$ cat src/rtl/store_monitor.sv
// store_monitor: store-bus verdict monitor with a store log; define STORE_MONITOR_X_CHECK_EN to fail on X/Z store inputs
module store_monitor #(
    parameter logic [31:0] PASS_ADDR      = 32'd100,
    parameter logic [31:0] PASS_DATA      = 32'd25,
    parameter int          TIMEOUT_CYCLES = 10000,
    parameter int          LOG_DEPTH      = 8
) (
    input  logic        clk,
    input  logic        reset,
    input  logic        MemWrite,
    input  logic [31:0] DataAdr,
    input  logic [31:0] WriteData,
    input  logic        log_rd,
    output logic        done,
    output logic        pass,
    output logic        fail,
    output logic        timeout,
    output logic [15:0] store_count,
    output logic [31:0] cycle_count,
    output logic        log_valid,
    output logic [31:0] log_addr,
    output logic [31:0] log_data,
    output logic        log_overflow
);
    localparam int AW = $clog2(LOG_DEPTH);

    typedef enum logic [1:0] {S_RUN, S_PASS, S_FAIL, S_TIMEOUT} state_t;

    state_t        state, state_n;
    logic [AW-1:0] wr_ptr, rd_ptr;
    logic [AW:0]   occ;
    logic [31:0]   mem_addr [LOG_DEPTH];
    logic [31:0]   mem_data [LOG_DEPTH];
    logic          run, x_bad, store, terminal, full, pop, push_ok;

    assign run = state == S_RUN;
`ifdef STORE_MONITOR_X_CHECK_EN
    assign x_bad = run && ($isunknown(MemWrite) ||
                   (MemWrite === 1'b1 && ($isunknown(DataAdr) || $isunknown(WriteData))));
`else
    assign x_bad = 1'b0;
`endif
    assign store    = run && MemWrite && !x_bad;
    assign terminal = store && DataAdr == PASS_ADDR;
    assign full     = occ == (AW+1)'(LOG_DEPTH);
    assign pop      = log_rd && occ != '0;
    assign push_ok  = store && (!full || pop);

    assign done      = !run;
    assign pass      = state == S_PASS;
    assign fail      = state == S_FAIL;
    assign timeout   = state == S_TIMEOUT;
    assign log_valid = occ != '0;
    assign log_addr  = log_valid ? mem_addr[rd_ptr] : '0;
    assign log_data  = log_valid ? mem_data[rd_ptr] : '0;

    // Verdict: X fault, then terminal store, then timeout; terminal states hold
    always_comb begin
        state_n = state;
        if (run)
            state_n = x_bad    ? S_FAIL :
                      terminal ? (WriteData == PASS_DATA ? S_PASS : S_FAIL) :
                      cycle_count == 32'(TIMEOUT_CYCLES - 1) ? S_TIMEOUT : S_RUN;
    end

    // State, counters and log pointers
    always_ff @(posedge clk or posedge reset) begin
        if (reset) begin
            state        <= S_RUN;
            cycle_count  <= '0;
            store_count  <= '0;
            wr_ptr       <= '0;
            rd_ptr       <= '0;
            occ          <= '0;
            log_overflow <= 1'b0;
        end else begin
            state <= state_n;
            if (run)
                cycle_count <= cycle_count + 32'd1;
            if (store && store_count != 16'hFFFF)
                store_count <= store_count + 16'd1;
            if (push_ok)
                wr_ptr <= wr_ptr + 1'b1;
            if (pop)
                rd_ptr <= rd_ptr + 1'b1;
            occ <= occ + (AW+1)'(push_ok) - (AW+1)'(pop);
            if (store && full && !pop)
                log_overflow <= 1'b1;
        end
    end

    // Log storage; contents are masked by log_valid so no reset is needed
    always_ff @(posedge clk) begin
        if (push_ok) begin
            mem_addr[wr_ptr] <= DataAdr;
            mem_data[wr_ptr] <= WriteData;
        end
    end

`ifdef STORE_MONITOR_X_CHECK_EN
    // Report unknown store inputs that forced the FAIL verdict
    always @(posedge clk) begin
        if (!reset && x_bad)
            $error("store_monitor: unknown store input MemWrite=%b DataAdr=%h WriteData=%h",
                   MemWrite, DataAdr, WriteData);
    end
`endif
endmodule

$ cat config.mk
export PLATFORM = sky130hd
export DESIGN_NAME = store_monitor
export DESIGN_NICKNAME = d
export VERILOG_FILES = /design/src/rtl/store_monitor.sv
export SDC_FILE = /design/constraint.sdc
export NUM_CORES = 1
export LEC_CHECK = 0
export ABC_AREA = 1
export CAP_MARGIN = 30
export CORE_AREA = 4 4 224 204
export CTS_CLUSTER_DIAMETER = 200
export CTS_CLUSTER_SIZE = 16
export DETAILED_ROUTE_END_ITERATION = 8
export DIE_AREA = 0 0 228 208
export PLACE_DENSITY = 0.82
export SYNTH_ARGS = -nofsm -noshare
export SYNTH_HDL_FRONTEND = slang
export SYNTH_SLANG_ARGS = --single-unit
$ cat constraint.sdc
create_clock -name clk -period 6 [get_ports clk]
set_input_delay 1.2 -clock clk [delete_from_list [all_inputs] [get_ports clk]]
set_output_delay 1.2 -clock clk [all_outputs]
set_load 0.005 [all_outputs]
; After elaboration in Yosys (flattened, before gate mapping)
; Memories as Yosys holds them, arrays and structs flattened.
; Cells that the tools add are included.
; Widths: inputs -> output; s select.
[totals]
ff_bits = 61
out_inout_bits = 118
elab_cells = 43
mem_count = 2
ramBits = 512
[mem_list]
columns = name, words, word_bits, read_ports, rd_ports_with_merged_regs, wr, line
row1 = mem_addr, 8, 32, 1, 0, 1, 32  ; logic [31:0] mem_addr [LOG_DEPTH];
row2 = mem_data, 8, 32, 1, 0, 1, 33  ; logic [31:0] mem_data [LOG_DEPTH];
[classes]
reduce_logical = 13
n_eq_ne = 8
n_addsub = 6
mux = 7
[ops]
columns = operator, count
row1 = $mux 32, 2
row2 = $add 32x1->32 const B, 1
row3 = $eq 32x14->1 const B, 1
row4 = $eq 32x5->1 const B, 1
row5 = $eq 32x7->1 const B, 1
row6 = $add 16x1->16 const B, 1
row7 = $ne 16x16->1 const B, 1
row8 = $logic_and 1x1->1, 7
row9 = $add 3x1->3 const B, 2
row10 = $mux 2, 3
row11 = $add 4x1->4, 1
row12 = $eq 2x2->1 const B, 2
row13 = $eq 4x4->1 const B, 1
row14 = $reduce_bool 4->1, 1
row15 = $sub 4x1->4, 1
row16 = $logic_not 1->1, 3
row17 = $eq 2x1->1 const B, 1
row18 = $logic_not 2->1, 1
row19 = $mux 1, 2
row20 = $logic_or 1x1->1, 1

; Depth between registers and ports, before layout
[logic_depth]
word_depth = 6
mapped_depth = 13
mapped_depth_nobuf = 13

; Worst setup path after synthesis
; No wires, ideal clock.
[synth_path]
kind = in2reg
start = in MemWrite
end = mem mem_addr[0][0] (enable)
cell_stages = 5
setup_time_ps = 486
n_path_buf = 0
t_required_ps = 5514
t_arrival_ps = 4523
setup_slack_ps = 990
path_cell_list = inv_1 nor2_4 nand2_1 or2_2 nor2_1
[synth_via]
elab_chain_cells = 4
[synth_rtl]
columns = element, line
row1 = "start, declared", 10  ; input logic MemWrite,
row2 = $logic_and 1x1->1, 43  ; assign store = run && MemWrite && !x_bad;
row3 = $logic_and 1x1->1, 47  ; assign push_ok = store && (!full || pop);
row4 = $mux 1, 94  ; if (push_ok) begin
row5 = $mux 1 (not written as such), 95  ; mem_addr[wr_ptr] <= DataAdr;
row6 = "end, declared", 32
; No other way between the ends.

; Worst setup path after layout
[layout_path]
start = reg rd_ptr[1]
end = out log_data[26]
[layout_via]
elab_chain_cells = 2
[layout_rtl]
columns = element, line
row1 = "start, declared", 30  ; logic [AW-1:0] wr_ptr, rd_ptr;
row2 = "start signal, assigned", 85  ; rd_ptr <= rd_ptr + 1'b1;
row3 = $mem_v2 8x32, n/a
row4 = $mux 32, 55  ; assign log_data = log_valid ? mem_data[rd_ptr] : '0;
row5 = "end, declared", 22  ; output logic [31:0] log_data,
; No other way between the ends.

==> impl_metrics.toml <==
[clock_network]
cts_inserted_buffers = 41
clock_sinks = 573
post_cts_buffers = 0
clock_latency_ns = 0.58
cts_tree = "done"
cts_hold_buffers = 0
clock-root-buffer = "clkbuf_16"
path_clk_slew_ns = 0.07
cts_resized = 0
cts_buffer_depth = 3
h-tree-depth = 2

[placed_design]
io_buffers = 185
hpwl_um = 32400
placedInstanceArea_um2 = 26000
routabilityCongestion = 0.843

[outcome]
status = "complete, no violations"

[worst_setup_path]
critPathArrivalTime_ns = 3.41
crit_fanout = 160
worstSetupEndpointType = "output port"
reg2reg_from = "occ[2]"
crit_required_ns = 4.80
start_kind = "flip-flop"
path_class = "reg2out"
startpoint = "rd_ptr[1]"

[yosys]
synth_top_area_cell = "edfxtp_1"
synth-async-reset-ratio_pct = 10.6
ys_ff_latch = 573
syn_nets = 2087
synth_cells = 2009
syn_area_um2 = 23600
seq_area_frac_synth_pct = 71.5
synthFlopType = "edfxtp_1"
syn_avg_cell_area_um2 = 11.8
synth_top_area_share_pct = 65.0
yosysWarningCount = 0
synth_edf_count = 512
yosysUniqueCellTypes = 35
synth_area_leaders = "edfxtp_1 65%, nor2_1 9.5%, o21ai_0 6.5%, dfrtp_1 6.5%, nand2_1 2.5%"

[sta]
worstMarginPinSlew_ns = 1.11
finalSetupViolations = 0
tns_ns = 0
timing.fmax_mhz = 217
whs_ns = 0.477
rsz0062_at_grt = "false"
min_period_over_period_pct = 76.8
finClkSkew_ns = 0.0221
min_period_ns = 4.61
report.final.slew_viol_count = 0
hold_viol_final = 0
max-slew-margin-rel_pct = 26.0

[final_layout]
finish.utilization_pct = 62.4
diodes = 0
final_design_area_no_fill_um2 = 27200
drive_above_1_share_pct = 4.93
areaGrowthSynthToFinish_pct = 15.1
nets = 2236

[power]
p_comb_share_pct = 35.5
p_seq_share_pct = 41.0
p_int_uw = 7230
p_sw_uw = 3610
p_clk_share_pct = 23.5
peakVddDrop_mv = 0.534
powerDensity_nw_per_um2 = 399
sw_frac_of_total_pct = 33.3
power.leakage_uw = 0.00931

[floorplan]
io_pins = 186
die_y_um = 208
initial_core_util_pct = 54.3
die-area_um2 = 47400
core-area_um2 = 43600
rows = 73
die_w_um = 228

[drt]
dr.first_iter.drc_count = 1863
drc_errors = 0
wl_um = 54500
drtAntennaViolNets = 0
avgRoutedWirePerCell_um = 19.9
num_vias = 15800
drt-pass1-iter-count = 8
drt-vias-per-instance = 5.77

[run]
cap_violations = 0

[grt]
grt_usage_pct = 22.6
grt_pass1_wl_um = 86300
grt_max_degree = 258
gr-total-overflow = 0
grt_pass1_vias = 15800
antenna_found_initial = 1

[hold_path]
holdCritPathClass = "reg2reg"
min_from = "log_overflow"
## per-stage QoR
| stage | std cells | worst slack [ns] | power [uW] |
|---|---|---|---|
| floorplan | 2009 | 0.990 | 6720 |
| global placement | 2673 | 1.73 | 8220 |
| detailed placement | 2676 | 1.90 | 8340 |
| CTS | 2733 | 1.39 | 10900 |
| global route | 2734 | 1.23 | 11500 |
| finish | 2734 | 1.39 | 10800 |
## final timing paths
check / endpoint / slack, ns / cells past startpoint
setup / recovery: log_data[26] / 1.39 / 6
hold / removal: log_overflow / 0.48 / 1
setup reg to reg: mem_addr[1][20] / 2.50 / 10
hold reg to reg: log_overflow / 0.48 / 1
max in group asynchronous: rd_ptr[1] / 4.24 / 3
min in group asynchronous: store_count[14] / 1.17 / 3
## worst max-delay path: stages, from the launching register on
cell and delay [ns]:
dfrtp_4 0.79, buf_12 0.57, o21ai_0 0.23, o21ai_0 0.26, o21ai_0 0.12, nor2_1 0.21
clkdlybuf4s50_1 0.59
## logic make-up (layout without fill, tap and decap cells)
family / Yosys count / after routing / share of synthesized area, %
buffers and inverters: 165 / 328 / 3.12
DFF: 573 / 573 / 71.5
and+or+nand+nor: 824 / 824 / 13.8
xor gates and xnor gates: 43 / 43 / 1.59
adders and majority gates: 10 / 10 / 0.561
AOI/OAI and AO/OA: 394 / 394 / 9.44
## cells in the final DEF (no fill, tap or decap), drive strengths merged
cell type	netlist	final
nand2	160	160
buf	48	29
nand4	9	9
o32ai	64	64
nor3	15	15
clkdlybuf4s50	0	185
inv	57	58
or2	2	2
and2	1	1
nand3	29	29
dfrtp	61	61
nor4	1	1
nor2b	2	2
o21ai	328	328
a21oi	1	1
xnor2	11	11
nor2	604	604
fa	1	1
ha	9	9
xor2	32	32
edfxtp	512	512
nor3b	1	1
clkbuf	60	54
clkinv	0	2
a31o	1	1
## final cells by class
cell class / count / area, um2
clock buffer: 54 / 1100
clock inverter: 3 / 43.8
fill: 3123 / 16400
inverter: 57 / 219
multi-input combinational: 1271 / 6060
sequential: 573 / 16900
tap: 562 / 703
timing repair buffer: 214 / 2170
## Yosys cell counts (2+ instances only)
cell and count:
inv_2 3, nand2_1 157, clkbuf_1 60, inv_1 54, nor2_2 4, xor2_1 32
edfxtp_1 512, o21ai_0 305, buf_2 25, buf_4 4, nand4_1 9, nor3_4 3
o21ai_1 23, nor2b_1 2, nor2_1 599, buf_6 8, ha_1 9, xnor2_1 11
o32ai_2 2, nand3_1 29, nand2_4 2, buf_1 10, or2_2 2, o32ai_1 62
nor3_1 12, dfrtp_1 61
## power groups by stage
stage	Sequential, uW	Combinational, uW	Clock, uW
2_1_floorplan	4470	2240	0
3_5_place_dp	4530	3800	0
3_3_place_gp	4530	3700	0
6_report	4450	3850	2550
5_1_grt	4450	4260	2760
4_1_cts	4440	3840	2590
## state kept, by name, indices dropped and copies added (netlist names), 2 cells and up
register	count
occ	4
cycle_count	32
state	2
store_count	16
mem_data	256
mem_addr	256
wr_ptr	3
rd_ptr	3
## per-layer routing
| layer | wire, um | global-route usage, % | up-vias |
|---|---|---|---|
| met5 | 13 | 0 | - |
| met4 | 999 | 5.43 | 2 |
| met3 | 5860 | 6.15 | 75 |
| met2 | 25200 | 35.1 | 792 |
| met1 | 22400 | 32.3 | 7577 |
| li1 | - | - | 7334 |
(Power assumes the default switching activity.)
